**src/rtl/spi_pwm_frame_decoder.sv**
```systemverilog
// spi_pwm_frame_decoder
// SPI (mode 0) slave front-end for the 7-channel PWM driver. sclk, cs and mosi
// are synchronised into the clk domain. Each 16-bit MSB-first frame carries a
// command byte followed by a data byte. Writes produce a one-clock pset strobe
// with addr/level; reads shift the addressed channel level (or the device ID
// for address 7) out on miso.
// Optional feature: define SPI_DEC_PARITY_EN to require even parity over the
// full 16-bit write frame, with cmd[6] acting as the parity bit.

module spi_pwm_frame_decoder #(
    parameter int         SYNC_STAGES = 2,
    parameter int         NUM_CH      = 7,
    parameter logic [7:0] ID_VALUE    = 8'hA5
) (
    input  logic       clk,
    input  logic       reset_n,
    input  logic       sclk,
    input  logic       cs,
    input  logic       mosi,
    output logic       miso,
    output logic       pset,
    output logic [2:0] addr,
    output logic [7:0] level,
    output logic [2:0] rd_addr,
    input  logic [7:0] rd_data,
    output logic       frame_err
);

    typedef enum logic [1:0] {
        IDLE,
        CMD,
        DATA,
        DONE
    } state_t;

    localparam logic [3:0] NUM_CH_W = 4'(NUM_CH);

    logic [SYNC_STAGES-1:0] sclk_sync;
    logic [SYNC_STAGES-1:0] cs_sync;
    logic [SYNC_STAGES-1:0] mosi_sync;
    logic                   sclk_s;
    logic                   cs_s;
    logic                   mosi_s;
    logic                   sclk_prev;
    logic                   sclk_rise;
    logic                   sclk_fall;

    state_t                 state;
    state_t                 state_next;

    logic [14:0]            in_buf;
    logic [4:0]             bit_cnt;
    logic                   cmd_write;
    logic [2:0]             cmd_addr;
    logic [7:0]             out_buf;
    logic                   load_pend;
    logic                   overrun;

    logic [15:0]            frame_word;
    logic                   active;
    logic                   cmd_done;
    logic                   frame_done;
    logic                   addr_ok;
    logic                   parity_ok;
    logic                   do_pset;
    logic                   parity_err;
    logic                   abort_err;
    logic                   overrun_err;

    // Synchronise the SPI pins; cs starts deselected so reset never looks like a frame start
    always_ff @(posedge clk or negedge reset_n) begin
        if (!reset_n) begin
            sclk_sync <= '0;
            cs_sync   <= '1;
            mosi_sync <= '0;
            sclk_prev <= 1'b0;
        end else begin
            sclk_sync <= {sclk_sync[SYNC_STAGES-2:0], sclk};
            cs_sync   <= {cs_sync[SYNC_STAGES-2:0], cs};
            mosi_sync <= {mosi_sync[SYNC_STAGES-2:0], mosi};
            sclk_prev <= sclk_s;
        end
    end

    assign sclk_s    = sclk_sync[SYNC_STAGES-1];
    assign cs_s      = cs_sync[SYNC_STAGES-1];
    assign mosi_s    = mosi_sync[SYNC_STAGES-1];
    assign sclk_rise = sclk_s & ~sclk_prev;
    assign sclk_fall = ~sclk_s & sclk_prev;

    // Frame bits including the one arriving on the current rise
    assign frame_word = {in_buf, mosi_s};
    assign active     = (state == CMD) || (state == DATA);
    assign cmd_done   = (state == CMD) && sclk_rise && (bit_cnt == 5'd7);
    assign frame_done = (state == DATA) && sclk_rise && (bit_cnt == 5'd15);
    assign addr_ok    = ({1'b0, cmd_addr} < NUM_CH_W);

`ifdef SPI_DEC_PARITY_EN
    assign parity_ok = ~(^frame_word);
`else
    logic unused_parity_bits;
    assign parity_ok          = 1'b1;
    assign unused_parity_bits = ^frame_word[15:8];
`endif

    // A rise coinciding with the cs rise is counted first, so a completing 16th rise is not an abort
    assign do_pset     = frame_done && cmd_write && addr_ok && parity_ok;
    assign parity_err  = frame_done && cmd_write && !parity_ok;
    assign abort_err   = cs_s && active && ((bit_cnt != 5'd0) || sclk_rise) && !frame_done;
    assign overrun_err = cs_s && (state == DONE) && (overrun || sclk_rise);

    // State register
    always_ff @(posedge clk or negedge reset_n) begin
        if (!reset_n) begin
            state <= IDLE;
        end else begin
            state <= state_next;
        end
    end

    // Next-state logic; a synced cs high returns to IDLE from anywhere
    always_comb begin
        state_next = state;
        case (state)
            IDLE: if (!cs_s) state_next = CMD;
            CMD: begin
                if (cs_s) state_next = IDLE;
                else if (cmd_done) state_next = DATA;
            end
            DATA: begin
                if (cs_s) state_next = IDLE;
                else if (frame_done) state_next = DONE;
            end
            DONE: if (cs_s) state_next = IDLE;
            default: state_next = IDLE;
        endcase
    end

    // miso only carries the read byte during the data phase of a read frame
    always_comb begin
        miso = 1'b0;
        if ((state == DATA) && !cmd_write && !cs_s) begin
            miso = out_buf[7];
        end
    end

    // Shift-in, bit counting, command capture and read-byte shift-out
    always_ff @(posedge clk or negedge reset_n) begin
        if (!reset_n) begin
            in_buf    <= '0;
            bit_cnt   <= '0;
            cmd_write <= 1'b0;
            cmd_addr  <= '0;
            out_buf   <= '0;
            load_pend <= 1'b0;
            overrun   <= 1'b0;
            rd_addr   <= '0;
        end else if ((state == IDLE) || cs_s) begin
            in_buf    <= '0;
            bit_cnt   <= '0;
            cmd_write <= 1'b0;
            cmd_addr  <= '0;
            out_buf   <= '0;
            load_pend <= 1'b0;
            overrun   <= 1'b0;
        end else begin
            if (active && sclk_rise) begin
                in_buf  <= frame_word[14:0];
                bit_cnt <= bit_cnt + 5'd1;
            end
            if (cmd_done) begin
                cmd_write <= frame_word[7];
                cmd_addr  <= frame_word[2:0];
                if (!frame_word[7]) begin
                    rd_addr <= frame_word[2:0];
                end
            end
            load_pend <= cmd_done && !frame_word[7];
            if ((state == DONE) && sclk_rise) begin
                overrun <= 1'b1;
            end
            if (load_pend) begin
                out_buf <= (cmd_addr == 3'd7) ? ID_VALUE : rd_data;
            end else if ((state == DATA) && sclk_fall && !cmd_write &&
                         (bit_cnt >= 5'd9) && (bit_cnt <= 5'd15)) begin
                out_buf <= {out_buf[6:0], 1'b0};
            end
        end
    end

    // One-clock write strobe with held addr/level, and the frame error pulse
    always_ff @(posedge clk or negedge reset_n) begin
        if (!reset_n) begin
            pset      <= 1'b0;
            addr      <= '0;
            level     <= '0;
            frame_err <= 1'b0;
        end else begin
            pset      <= do_pset;
            frame_err <= abort_err || overrun_err || parity_err;
            if (do_pset) begin
                addr  <= cmd_addr;
                level <= frame_word[7:0];
            end
        end
    end

endmodule

```
**config.mk**
```make
export PLATFORM = sky130hd
export DESIGN_NAME = spi_pwm_frame_decoder
export DESIGN_NICKNAME = d
export VERILOG_FILES = /design/src/rtl/spi_pwm_frame_decoder.sv
export SDC_FILE = /design/constraint.sdc
export NUM_CORES = 1
export LEC_CHECK = 0
export ABC_AREA = 1
export BUFFER_PORTS_ARGS = -buffer_cell sky130_fd_sc_hd__buf_2
export CORE_UTILIZATION = 42
export CTS_CLUSTER_SIZE = 24
export DETAILED_ROUTE_END_ITERATION = 8
export GPL_TIMING_DRIVEN = 1
export MAX_ROUTING_LAYER = met4
export PLACE_DENSITY_LB_ADDON = 0.1
export SYNTH_ARGS = -nofsm -noshare
export SYNTH_HDL_FRONTEND = slang
export SYNTH_SLANG_ARGS = --single-unit
```
**constraint.sdc**
```tcl
create_clock -name clk -period 3.6 [get_ports clk]
set_input_delay 0.36 -clock clk [delete_from_list [all_inputs] [get_ports clk]]
set_output_delay 0.36 -clock clk [all_outputs]
set_load 0.005 [all_outputs]
```
[Word-level counts from Yosys, hierarchy flattened]
Cells that the tools add are included.
Storage, ports and cells
  input port bits: 13
  output and inout port bits: 17
  logic and storage cells: 97
  register bits: 51
Operators by class
  reductions and logical operators: 37
  eq/ne operators: 10
  bitwise logic cells: 6
  order comparisons: 3
  mux-type cells: 23
  $add $sub $neg: 1
Operators by type and width (count)
  8-bit two-way mux: 4
  1-bit logical AND: 20
  7-bit two-way mux: 2
  2-bit two-way mux: 6
  5-bit two-way mux: 2
  2-bit case mux with 4 select lines: 1
  1-bit two-way mux: 6
  3-bit two-way mux: 2
  3-bit != test (second input constant): 2
  2-bit nonzero test: 3
  5-bit by 1-bit adder with 5-bit output (second input constant): 1
  5-bit by 3-bit == test with 1-bit output (second input constant): 1
  5-bit by 4-bit == test with 1-bit output (second input constant): 1
  5-bit by 4-bit >= comparator with 1-bit output (second input constant): 1
  5-bit by 4-bit less-or-equal comparator with 1-bit output (second input constant): 1
  1-bit logical OR: 5
  5-bit nonzero test: 1
  2-bit == test (second input constant): 2
  1-bit logical NOT: 4
  2-bit != test (second input constant): 2
  1-bit inverter: 4
  4-bit AND reduction: 1
  3-bit == test (second input constant): 1
  3-bit < comparator (second input constant): 1
  other kinds (5): 6

[Longest topological paths before layout]
Gate-level depths: netlist (run 1).
  depth after elaboration: 9
  gate-level depth with buffers: 10
  depth with buffers taken out: 10

[Least setup slack after synthesis (run 1)]
No wires, ideal clock.
  path type: flip-flop to flip-flop
  start: reg bit_cnt[0]
  end: reg level[4]
  data required time: 3.482 ns
  arrival: 1.437 ns
  clock period less this slack: 1.556 ns
  setup time: 0.118 ns
  buffers on the path: 1
  cell stages (with the launch flop): 11
  path slack: 2.044 ns
  path through: dfrtp_1 ha_1 nand2_1 nor2_1 ha_1 nand3_1 nor2_1 nand2_2 clkbuf_8 nand2_1 o21ai_2
Between the ends
  longest elaborated chain between the ends: 4
Ends and longest elaborated chain
  start: declaration: line 52  | logic [4:0] bit_cnt;
  start signal: assignment: line 169  | bit_cnt <= bit_cnt + 5'd1;
  5-bit by 4-bit == test with 1-bit output: line 95  | assign frame_done = (state == DATA) && sclk_rise && (bit_cnt == 5'd15);
  1-bit logical AND: line 95
  1-bit logical AND
  1-bit logical AND: line 107  | assign do_pset = frame_done && cmd_write && addr_ok && parity_ok;
  end signal: assignment: line 203  | level <= frame_word[7:0];
  end: declaration: line 23  | output logic [7:0] level,
Every way passes these cells.
A chain may end at the register's enable or synchronous reset.

[Final worst setup path (run 1)]
  start: reg state[0]
  end: reg out_buf[2]
Between the ends
  longest elaborated chain between the ends: 6
  elaborated cells on any way between the ends: 9
  classes of those cells: eq/ne (1); mux (1); reduce/logical (7)
Ends and longest elaborated chain
  start: declaration: line 48  | state_t state;
  start signal: assignment: line 117  | state <= state_next;
  2-bit == test: line 184  | end else if ((state == DATA) && sclk_fall && !cmd_write &&
  1-bit logical AND (3 in series): line 184
  1-bit logical AND: line 185  | (bit_cnt >= 5'd9) && (bit_cnt <= 5'd15)) begin
  3-bit nonzero test (no line)
  end signal: assignment: line 183  | out_buf <= (cmd_addr == 3'd7) ? ID_VALUE : rd_data;
  end signal: assignment: line 186  | out_buf <= {out_buf[6:0], 1'b0};
  end: declaration: line 55  | logic [7:0] out_buf;
Parallel ways exist; a longest one is shown, timed or not.

==> results of run 1 <==
## registers in the layout, indices dropped and copies added, names as in the netlist, 3 cells and up
| register | count |
|---|---|
| rd_addr | 3 |
| level | 8 |
| in_buf | 7 |
| cmd_addr | 3 |
| addr | 3 |
| out_buf | 8 |
| bit_cnt | 5 |
## layout make-up
type | instances | area, um^2 | share of cell area, %
repair buffers | 30 | 152.6 | 5.863
inverters | 35 | 131.4 | 5.046
clock buffers | 6 | 72.57 | 2.787
flip-flops and latches | 51 | 1279 | 49.11
clock inverters | 2 | 12.51 | 0.4805
multi-input cells | 167 | 868.3 | 33.35
well taps | 70 | 87.58 | 3.364
## logic make-up after synthesis
group / count (synthesis)
compound gates: 43
fa+ha+maj: 8
buf+inv: 39
flops: 51
simple gates: 116
## per-stage QoR
stage / power, uW / std cells
global route: 1245 / 361
CTS: 1190 / 361
global placement: 870.2 / 353
finish: 1172 / 361
floorplan: 802.5 / 257
detailed placement: 870.3 / 353
## power groups by stage
stage	registers, uW	logic, uW	clock network [uW]
2_1_floorplan	619	184	0
3_3_place_gp	622	248	0
3_5_place_dp	622	248	0
4_1_cts	611	250	330
5_1_grt	614	281	350
6_report	610	247	315
## routing by layer
metal  vias to the layer above  wire length, um  global-route usage (%)
met5                         -                0                       -
met1                       787             2216                   24.26
met4                         0               29                   5.192
li1                        892                -                       -
met3                         2              153                   3.234
met2                        33             2121                   26.49
## worst max-delay path, stage by stage (launching register included)
cell	delay (ns)
dfrtp_1	0.40
inv_1	0.08
ha_1	0.24
nor2_4	0.38
inv_2	0.15
nor2_4	0.27
nand2_1	0.23
nand2_1	0.12
nand2_1	0.06
## layout by cell type, fill, tap and decap left out, drive strengths merged
cell,netlist,layout
nor2,21,21
nor3,1,1
nand4,4,4
clkinvlp,0,1
buf,3,30
inv,35,35
nand3,19,19
a211oi,1,1
a21oi,6,6
ha,8,8
o22ai,6,6
nand2,71,71
o211ai,2,2
o21bai,1,1
o21ai,27,27
dfstp,2,2
dfrtp,49,49
clkinv,0,1
clkbuf,1,6
## path summary, 6_finish.rpt
path | cells after the start | slack, ns | end | start
max | 8 | 1.55 | out_buf[2] | state[0]
min | 1 | 0.07 | frame_err | reset_n
max reg2reg | 8 | 1.55 | out_buf[2] | state[0]
min reg2reg | 0 | 0.35 | sclk_sync[1] | sclk_sync[0]
max in group asynchronous | 2 | 2.76 | out_buf[2] | reset_n
min in group clk | 1 | 0.15 | cs_sync[0] | cs
==> summary.md, run 1 <==
| Metric | Value |
|---|---|
| Status | finished clean |
| Yosys warns | 0 |
| Worst min path class | in2async |
| RSZ-0062 raised after global routing | no |
| Initial Util | between 40 and 50% |
| Peak VDD IR | about 240 uV |
| Final Instance Area | ~0.0026 mm^2 |
| Clk pwr share | 26.9% |
| Yosys cell types | 25 |
| Ys async rst share | between 90% and 100% |
| 1st-iter DRT viols | 83 |
| Top-count cell post-synth | nand2_1 |
| Worst skew pair latency | 0.30 ns |
| Combinational share of power | approximately a fifth |
| DRC viols | 0 |
| Synth Area in Compound Gates | 11.00% |
| Top cells by count, synth | nand2_1 (69), dfrtp_1 (49), inv_1 (34), nand3_1 (17), nor2_1 (16) |
| Post-layout min period | just over 2 ns |
| Max Cap Viol | 0 |
| Setup repair bufs after CTS | 0 |
| Ratio of cells with drive above 1 in the final layout | approximately a fifth |
| Dominant cell type by area after synthesis | dfrtp_1 |
| Mapped Avg Cell Area | about 9.0 um^2 |
| Hold Slack | 0.06988 ns |
| Area growth, synth to finish | 12.24% |
| Reg clk slew, reported paths | 0.09 ns |
| Adder-cell share of the synthesized area | around 4.3% |
| Post-Synth Simple-Gate Area | between 20% and 30% |
| Count of pins over their slew limit | 0 |
| Crit path max fanout | 16 |
| Drt wl/cell | 12.52 um |
| First-pass GRT wire length | around 7800 um |
| Post-synth EDFFs | 0 |
| Final antenna-violating net count | 0 |
| Part of the power in registers | between 50% and 60% |
| Vias in the first global route | around 1600 |
| Core area | between 0.005 and 0.006 mm^2 |
| Worst-Margin Slew | 0.6283 ns |
| # hold bufs at CTS | 0 |
| Die W | roughly 76 um |
| Post-DP HPWL | between 3000 and 4000 um |
| Initial antenna violation count | 0 |
| Vias/cell | about 4.7 |
| Cells after Synth | 257 |
| Final period utilization | 56.90% |
| Setup CP Type | reg2reg |
| Congestion Overflow GR | 0 |
| Filler cells | 530 |
| PwrDens | 450.1 mW/mm^2 |
| Total negative setup slack | 0 ns |
| CP required | 3.79 ns |
| Post-synth top flop | dfrtp_1 |
| Clock Tree Root | clkbuf_8 |
| Layout Skew | 0.006478 ns |
| GR Util All Layers | between 10% and 20% |
| Routability congestion estimate | between 0.8 and 0.9 |
| I/O pin cnt | 30 |
| Post-cts gate resize count | 0 |
| TritonCTS clock tree | done |
| CTS Buf Count | 5 |
| Via Count | about 1700 |
| Max Clk Rate | 488.2 MHz |
| Die area | between 0.005 and 0.006 mm^2 |
| Height of the die | about 76 um |
| Antenna fix cells | 0 |
| Cell-internal power | 799.7 uW |
| Arrival time worst endpoint | approximately 2.2 ns |
| Clock sinks | between 50 and 60 |
| Placement Rows | 26 |
| Layout Utilization | around 50% |
| Area share of the largest cell type after synthesis | between 50% and 60% |
| XOR/XNOR Fraction of Synth Area | 0% |
| TritonRoute pass-1 iters | 4 |
| H-tree depth | 2 |
| Sw power | about 370 uW |
| Crit. End Element | flip-flop |
| Mapped Area | around 0.0023 mm^2 |
| Flops & latches, synth | slightly above 50 |
| Crit start category | flip-flop |
| Slew margin rel. | between 50% and 60% |
| Syn_nets | between 200 and 300 |
| Final Hold Fails | 0 |
| Clk buf depth | 2 |
| Synth area leaders | dfrtp_1 (53%), nand2_1 (11%), inv_1 (5.5%), ha_1 (4.3%), nand3_1 (3.7%) |
| Endpoints failing setup | 0 |
| Post-Route WL | about 4500 um |
| P_leak | around 0.0013 uW |
| Setup WS pre-CTS | ~1.6 ns |
| Placed cell areas | approximately 0.0025 mm^2 |
| Port bufs | 29 |
| Layout net count | between 300 and 400 |
| Sequential area share after synthesis | 55.12% |
| Largest family of logic cells by synthesized area | simple AND/OR/NAND/NOR gates |
| Largest net degree at the start of global routing | 29 |
| Final worst setup slack | 1.551 ns |
| Multiplexer area fraction after synthesis | 0% |
| Sw Share | between 30% and 40% |
(Power assumes the default switching activity.)
==> inputs of run 2 (changes only) <==
- clock period: 3.6 -> 1.95 ns (I/O delays scaled with it)
==> run 2 against run 1 <==
  * The run now ends with hold timing left
  * Clock skew increased by 0.0020 ns
  * Flip-flop and latch count unchanged
  * Non-clock buffer count increased by 6
  * First-iteration DRC count increased by 6.0%
  * Core utilization increased by 1.1 points
  * Final area increased by 2.3%
  * Total power increased by 85%
==> summary.md, run 2 (synthesis results as in run 1) <==
| Metric | Value |
|---|---|
| Height of the die | 76.32 um (unchanged) |
| Top Registers | level (8), out_buf (8), in_buf (7) (unchanged) |
| Commonest non-fill, non-tap cell in the layout | nand2_1 (unchanged) |
| Post-DP HPWL | 3182 um (was 3279 um) |
| Worst-Margin Slew | 0.6530 ns (was 0.6283 ns) |
| GR Util All Layers | 17.65% (was 17.58%) |
| Most frequent cells in the layout | nand2_1 (69), dfrtp_1 (49), inv_1 (34) (unchanged) |
| Area growth, synth to finish | 14.78% (was 12.24%) |
| Slew margin rel. | 56.47% (was 58.12%) |
| Clk buf depth | 2 (unchanged) |
| Combinational share of power | 22.0% (was 21.0%) |
| Endpoints failing setup | 0 (unchanged) |
| Routability congestion estimate | 0.8478 (was 0.8471) |
| Final antenna-violating net count | 0 (unchanged) |
| Placement Rows | 26 (unchanged) |
| Worst skew pair latency | 0.30 ns (about the same) |
| TritonRoute pass-1 iters | 5 (was 4) |
| Vias/cell | 4.852 (was 4.748) |
| Multi-input logic area | 887.1 um^2 (was 868.3 um^2) |
| Status | finished, violations left (was finished clean) |
| Drt wl/cell | 12.70 um (was 12.52 um) |
| Final period utilization | 92.13% (was 56.90%) |
| Sw power | 681.5 uW (was 372.3 uW) |
| Worst min path class | in2async (unchanged) |
| Vias in the first global route | 1671 (was 1641) |
| Core area | 0.005205 mm^2 (unchanged) |
| I/O pin cnt | 30 (unchanged) |
| Ratio of cells with drive above 1 in the final layout | 19.59% (was 18.90%) |
| Crit path max fanout | 12 (was 16) |
| Antenna fix cells | 0 (unchanged) |
| Die W | 76.32 um (unchanged) |
| Port bufs | 29 (unchanged) |
| Die area | 0.005824 mm^2 (unchanged) |
| Filler cells | 508 (was 530) |
| Clk pwr share | 26.0% (was 26.9%) |
| Hold Slack | -0.007114 ns (was 0.06988 ns) |
| Setup repair bufs after CTS | 0 (unchanged) |
| Part of the power in registers | 52.1% (about the same) |
| H-tree depth | 2 (unchanged) |
| Crit start category | flip-flop (unchanged) |
| Reg area | 0.001279 mm^2 (unchanged) |
| Total power draw | 2168 uW (was 1172 uW) |
| Final Hold Fails | 7 (was 0) |
| Congestion Overflow GR | 0 (unchanged) |
| Max Cap Viol | 0 (unchanged) |
| Via Count | 1776 (was 1714) |
| CTS Buf Count | 5 (unchanged) |
| P_leak | 0.001363 uW (was 0.001337 uW) |
| CP required | 2.14 ns (was 3.79 ns) |
| Layout net count | 318 (was 311) |
| First-pass GRT wire length | 7859 um (was 7838 um) |
| Initial antenna violation count | 0 (unchanged) |
| Initial Util | 44.57% (unchanged) |
| Crit. End Element | flip-flop (unchanged) |
| Setup CP Type | reg2reg (unchanged) |
| TritonCTS clock tree | done (unchanged) |
| Sw Share | 31.43% (was 31.77%) |
| 1st-iter DRT viols | 88 (was 83) |
| Reg clk slew, reported paths | 0.09 ns (about the same) |
| Clock Tree Root | clkbuf_8 (unchanged) |
| Peak VDD IR | 349.6 uV (was 236.9 uV) |
| Arrival time worst endpoint | 1.98 ns (was 2.24 ns) |
| Clock sinks | 51 (unchanged) |
| Count of pins over their slew limit | 0 (unchanged) |
| Post-layout min period | 1.797 ns (was 2.049 ns) |
| PwrDens | 814.3 mW/mm^2 (was 450.1 mW/mm^2) |
| Largest net degree at the start of global routing | 52 (was 29) |
| Max Clk Rate | 556.6 MHz (was 488.2 MHz) |
| Layout Skew | 0.008445 ns (was 0.006478 ns) |
| Cell-internal power | 1487 uW (was 799.7 uW) |
| DRC viols | 0 (unchanged) |
| Failing checks | hold timing |
| Post-Route WL | 4649 um (was 4521 um) |
-- run 2: critical path, cell delays in order (launching register included) --
cell     delay (ns)
dfrtp_1        0.42
ha_1           0.21
nand2_1        0.07
nor2_1         0.11
ha_1           0.17
nand3_1        0.12
nor2_2         0.25
nand2_4        0.16
nand2_1        0.12
o21ai_2        0.05
-- run 2: what timing repair did --
item	CTS	global route
setup endpoints to repair	0	11
endpoints found under the hold margin	3	0
gates resized for setup	0	3
hold buffers	3	0
-- run 2: layer usage --
layer / share of wire [%] / GRT usage [%] / up-vias
met5: 0 / - / -
met4: 0.95 / 5.192 / 0
met3: 3.1 / 3.832 / 5
met2: 47 / 27.12 / 25
met1: 49 / 23.50 / 839
li1: - / - / 907
-- run 2: area by class of cell --
cell class	count	share of cell area, %
timing repair buffer	36	7.707
inverter	35	4.934
sequential	51	48.03
tap	70	3.289
multi-input combinational	168	33.32
clock buffer	6	2.726
-- run 2: power by group through the flow --
stage	Clock, uW	Combinational [uW]	Sequential, uW
CTS	585	483	1130
global route	629	546	1140
floorplan	0	339	1140
detailed placement	0	477	1150
global placement	0	478	1150
finish	563	476	1130
-- run 2: worst paths after layout --
check | start | end | slack [ns] | depth (start not counted)
worst min-delay path | reset_n | level[7] | -0.007 | 2
max in group asynchronous | reset_n | bit_cnt[3] | 1.51 | 2
worst max-delay path | bit_cnt[0] | level[0] | 0.15 | 9
min in group clk | rd_data[0] | out_buf[0] | 0.16 | 3
worst min register to register | mosi_sync[0] | mosi_sync[1] | 0.35 | 0
worst max register to register | bit_cnt[0] | level[0] | 0.15 | 9
-- run 2: per-stage QoR --
stage          instances  utilization (%)  setup slack, ns  instance area, um^2    TNS (ns)
2_1_floorplan        257                -           0.3944                 2320           0
3_3_place_gp         356            48.82           0.1629                 2541           0
3_5_place_dp         356            48.82          0.08787                 2541           0
4_1_cts              365            50.79          0.05544                 2644           0
5_1_grt              366            51.15       -0.0005080                 2663  -0.0005080
6_report             366            51.15           0.1535                 2663           0
